`src/rtl/slip_bus_pkg.sv`:
```
// Shared FSM state type and idle/reset output levels for the read-hold latch.
package slip_bus_pkg;

  typedef enum logic [1:0] {
    ST_IDLE  = 2'd0,
    ST_REQ   = 2'd1,
    ST_HOLD  = 2'd2,
    ST_DRAIN = 2'd3
  } rd_state_e;

  localparam logic IDLE_REQ    = 1'b0;
  localparam logic IDLE_OE     = 1'b0;
  localparam logic IDLE_READYL = 1'b1;
  localparam logic IDLE_ERR    = 1'b0;

  // A fetch is outstanding on the register-file side in these states.
  function automatic logic is_busy(input rd_state_e s);
    return (s == ST_REQ) || (s == ST_DRAIN);
  endfunction

endpackage

```
`src/rtl/strobe_sync.sv`:
```
// Two-flop synchroniser for the active-low read strobe, plus the previous
// synchronised value so the caller can detect edges. All flops reset high.
module strobe_sync (
  input  logic clk_i,
  input  logic rst_ni,
  input  logic strobe_ni,
  output logic sync_o,
  output logic prev_o
);

  logic s1_q, s2_q, prev_q;

  always_ff @(posedge clk_i) begin
    if (!rst_ni) begin
      s1_q   <= 1'b1;
      s2_q   <= 1'b1;
      prev_q <= 1'b1;
    end else begin
      s1_q   <= strobe_ni;
      s2_q   <= s1_q;
      prev_q <= s2_q;
    end
  end

  assign sync_o = s2_q;
  assign prev_o = prev_q;

endmodule

```
`src/rtl/rd_hold_latch.sv`:
```
// Bus read wait-state controller: fetches a register on a strobe fall, holds
// the data on the bus until the strobe rises. Optional timeout: RD_HOLD_TIMEOUT_EN.
module rd_hold_latch
  import slip_bus_pkg::*;
#(
  parameter int DATA_W  = 8,
  parameter int ADDR_W  = 4,
  parameter int TIMEOUT = 15
) (
  input  logic              MasterClock,
  input  logic              resetL,
  input  logic              rd_strobeL,
  input  logic [ADDR_W-1:0] addr,
  output logic              req,
  output logic [ADDR_W-1:0] req_addr,
  input  logic              ack,
  input  logic [DATA_W-1:0] ack_data,
  output logic [DATA_W-1:0] dout,
  output logic              dout_oe,
  output logic              readyL,
  output logic              err
);

  rd_state_e         state_q, state_d;
  logic              sync_s, prev_s;
  logic [1:0]        live_q, live_d;
  logic              armed_q, armed_d;
  logic              start_w, rise_w, timeout_w;
  logic [ADDR_W-1:0] req_addr_q, req_addr_d;
  logic [DATA_W-1:0] dout_q, dout_d;

  strobe_sync u_sync (
    .clk_i     (MasterClock),
    .rst_ni    (resetL),
    .strobe_ni (rd_strobeL),
    .sync_o    (sync_s),
    .prev_o    (prev_s)
  );

  // The synchroniser still shows its reset value for two edges after reset;
  // a start is only armed once a genuine high strobe has been observed.
  assign live_d  = {live_q[0], 1'b1};
  assign armed_d = armed_q | (live_q[1] & sync_s);
  assign start_w = armed_q & prev_s & ~sync_s;
  assign rise_w  = ~prev_s & sync_s;

`ifdef RD_HOLD_TIMEOUT_EN
  localparam int CNT_W = $clog2(TIMEOUT + 1);
  logic [CNT_W-1:0] cnt_q, cnt_d;
  logic             err_q, err_d;

  assign timeout_w = is_busy(state_q) && !ack && (cnt_q == CNT_W'(TIMEOUT - 1));
  assign cnt_d     = is_busy(state_q) ? cnt_q + 1'b1 : '0;
  assign err_d     = timeout_w;

  always_ff @(posedge MasterClock) begin
    if (!resetL) begin
      cnt_q <= '0;
      err_q <= IDLE_ERR;
    end else begin
      cnt_q <= cnt_d;
      err_q <= err_d;
    end
  end

  assign err = err_q;
`else
  assign timeout_w = 1'b0;
  assign err       = IDLE_ERR;
`endif

  always_ff @(posedge MasterClock) begin
    if (!resetL) begin
      state_q    <= ST_IDLE;
      live_q     <= '0;
      armed_q    <= 1'b0;
      req_addr_q <= '0;
      dout_q     <= '0;
    end else begin
      state_q    <= state_d;
      live_q     <= live_d;
      armed_q    <= armed_d;
      req_addr_q <= req_addr_d;
      dout_q     <= dout_d;
    end
  end

  always_comb begin
    state_d    = state_q;
    req_addr_d = req_addr_q;
    dout_d     = dout_q;
    unique case (state_q)
      ST_IDLE: begin
        if (start_w) begin
          state_d    = ST_REQ;
          req_addr_d = addr;
        end
      end
      ST_REQ: begin
        // An ack coinciding with the strobe rise belongs to an aborted read.
        if (ack) begin
          if (rise_w) begin
            state_d = ST_IDLE;
          end else begin
            state_d = ST_HOLD;
            dout_d  = ack_data;
          end
        end else if (timeout_w) begin
          state_d = ST_HOLD;
          dout_d  = '1;
        end else if (rise_w) begin
          state_d = ST_DRAIN;
        end
      end
      ST_HOLD: begin
        if (sync_s) state_d = ST_IDLE;
      end
      ST_DRAIN: begin
        if (ack || timeout_w) state_d = ST_IDLE;
      end
      default: state_d = ST_IDLE;
    endcase
  end

  always_comb begin
    req     = IDLE_REQ;
    dout_oe = IDLE_OE;
    readyL  = IDLE_READYL;
    if (is_busy(state_q)) req = 1'b1;
    if (state_q == ST_HOLD) begin
      dout_oe = 1'b1;
      readyL  = 1'b0;
    end
  end

  assign req_addr = req_addr_q;
  assign dout     = dout_q;

endmodule
```
`config.mk`:
```
export PLATFORM = sky130hd
export DESIGN_NAME = rd_hold_latch
export DESIGN_NICKNAME = d
export VERILOG_FILES = /design/src/rtl/slip_bus_pkg.sv /design/src/rtl/strobe_sync.sv /design/src/rtl/rd_hold_latch.sv
export SDC_FILE = /design/constraint.sdc
export NUM_CORES = 1
export LEC_CHECK = 0
export CORE_MARGIN = 1.5
export CORE_UTILIZATION = 35
export DETAILED_ROUTE_END_ITERATION = 10
export HOLD_SLACK_MARGIN = 0.12
export PLACE_DENSITY_LB_ADDON = 0.1
export SYNTH_ARGS = -nofsm -noshare
export SYNTH_HDL_FRONTEND = slang
export SYNTH_HIERARCHICAL = 1
export SYNTH_SLANG_ARGS = --single-unit
export TNS_END_PERCENT = 20
```
`constraint.sdc`:
```
create_clock -name MasterClock -period 3.2 [get_ports MasterClock]
set_input_delay 0.32 -clock MasterClock [delete_from_list [all_inputs] [get_ports MasterClock]]
set_output_delay 0.32 -clock MasterClock [all_outputs]
set_load 0.05 [all_outputs]
```
==> flow_summary.yaml <==
outcome:
  status: "completed"
drt:
  drcViolationCount: 0
  ant_nets: 0
  firstDrtPassIters: 2
  wl_um: 1370
  vias: 595
  wire_per_inst_um: 10.0
  dr.first_iter.drc_count: 3
  viasPerCell: 4.34
synthesis:
  synth_top_area_share_pct: 50.8
  yosys_register_bits: 20
  synth_top_area_cell: "dfxtp_1"
  synthCells: 83
  synth_area_um2: 788
  avgSynthCellArea_um2: 9.50
  synth_most_common_cell: "nand2_1"
  synth-warning-count: 6
  netlist_top_cells_area: "dfxtp_1 51%, mux2i_1 15%, nand2_1 12%"
  synth_edf_count: 0
  synth_fp_nets: 99
  yosysSeqAreaShare_pct: 50.8
  synth.distinct_cells: 20
  ys.flop_type: "dfxtp_1"
  async_flop_share_pct: 0
  yosys-top-cells-count: "25 x nand2_1, 20 x dfxtp_1, 12 x mux2i_1"
worst_setup_path:
  cp_data_required_time_ns: 2.88
  crit_fanout: 6
  cp.arrival_ns: 1.75
  worstSetupPathType: "flop to primary output"
  r2r_slack_ns: 1.92
  cp-start-kind: "flop"
  cp-end-kind: "primary output"
timing:
  timing.final.ws_setup_ns: 1.13
  setup_violations: 0
  rsz0062_at_grt: "false"
  hold_viol_final: 0
  fin_tns_setup_ns: 0
  slew-limit-headroom_pct: 33.0
  tightest_slew_ns: 1.00
  finClkSkew_ns: 0.00240
  finalMaxSlewViolations: 0
  timing.fmax_mhz: 482
  min_period_over_period_pct: 64.8
  period_minus_slack_ns: 2.07
clock_network:
  cts_tree: "done"
  path_clk_slew_ns: 0.11
  cts_root_buffer: "clkbuf_4"
  cts_hold_buf: 0
  htreeDepth: 1
  post_cts_buffers: 0
  clockBufferDepth: 2
  cts_resized: 0
  cts_buffers: 3
  clk_latency_ns: 0.29
  cts_sinks: 20
worst_hold_path:
  worstHoldPathType: "flop to flop"
global_routing:
  grt.overflow.total: 0
  grt_first_pass_wirelength_um: 2420
  track_usage_pct: 12.4
  grt_max_degree: 34
  first_global_vias: 595
  antenna_found_initial: 0
pwr:
  power_leakage_uw: 0.000406
  max-vdd-ir-drop_mv: 0.269
  p_per_area_mw_per_mm2: 399
placement:
  dp_worst_setup_slack_ns: 1.34
  dp_cells: 133
  hpwl_um: 960
  place.port_buffers: 30
  routabilityCongestion: 0.721
floorplanning:
  core-area_mm2: 0.00204
  die_w_um: 50.5
  die_area_mm2: 0.00255
  placementRows: 16
  ioPinCount: 32
  initial_core_util_pct: 38.6
  die_h_um: 50.5
final_layout:
  layout.nets: 127
  utilization_pct: 54.4
  drive_gt1_share_pct: 4.55
  antennaDiodeCount: 0
  area_growth_pct: 40.8
  fin_cells: 137
flow_run:
  drv_cap: 0
## cell usage in the layout (no fill, tap or decap), drive strengths merged
| cell type | netlist | routed |
|---|---|---|
| clkdlybuf4s50 | 0 | 30 |
| nand2 | 25 | 25 |
| dfxtp | 20 | 20 |
| mux2i | 12 | 12 |
| nand2b | 5 | 5 |
| clkbuf | 1 | 4 |
| and4b | 2 | 2 |
| nor2b | 2 | 2 |
| and2b | 1 | 1 |
| inv | 1 | 1 |
| nor2 | 1 | 1 |
| o21a | 1 | 1 |
| mux2 | 1 | 1 |
| o211ai | 1 | 1 |
| o21ai | 1 | 1 |
| and2 | 1 | 1 |
| a21oi | 1 | 1 |
| conb | 1 | 1 |
## layout make-up
type | instances | area [µm²]
well taps | 27 | 33.8
flip-flops and latches | 20 | 400
inverters | 1 | 3.75
clock buffers | 4 | 36.3
repair buffers | 30 | 300
multi-input cells | 55 | 335
fillers | 207 | 932
## path summary, 6_finish.rpt
path,end,from,cells after the start
max reg2reg,dout[0],u_sync/prev_o,3
max,readyL,state_q[0],3
min,u_sync/sync_o,u_sync/s1_q,1
min reg2reg,u_sync/sync_o,u_sync/s1_q,1
## flip-flops by register name, summed over array words and instances, names as in the netlist
signal,count
state_q,2
u_sync/s1_q,1
u_sync/sync_o,1
dout,8
req_addr,4
armed_q,1
live_q,2
u_sync/prev_o,1
## critical path, stage by stage, from the launching register on
cell	delay, ns
dfxtp_1	0.42
and2b_1	0.21
inv_1	0.05
clkdlybuf4s50_1	0.78
## through the flow
stage                     total power (µW)  area (µm²)  hold slack (ns)
final                                  443        1110            0.420
after global routing                   463        1110            0.438
after CTS                              450        1110            0.424
after detailed placement               306        1070            0.397
after global placement                 305        1070            0.390
after floorplan                        284         788            0.348
## logic make-up after synthesis
group | Yosys count | share of synthesized area (%)
mux | 13 | 16.7
other cells | 1 | 0.476
simple gates | 37 | 22.2
flops | 20 | 50.8
compound gates | 4 | 3.17
buf+inv | 8 | 6.67
## metal layers
| layer | global-route usage, % | vias up | share of wire, % |
|---|---|---|---|
| met1 | 14.7 | 258 | 47 |
| met3 | 3.57 | 2 | 5.6 |
| met5 | 0 | - | 0 |
| met4 | 5.41 | 0 | 0.88 |
| li1 | - | 315 | - |
| met2 | 20.8 | 20 | 46 |
## report_power, final
group | leakage [µW] | internal (µW) | switching, µW | total [µW]
sequential | 0.000163 | 254 | 2.10 | 256
clock | 0.0000210 | 69.2 | 73.8 | 143
combinational | 0.000222 | 24.1 | 19.9 | 43.9
Power figures use the tool's default switching activity.
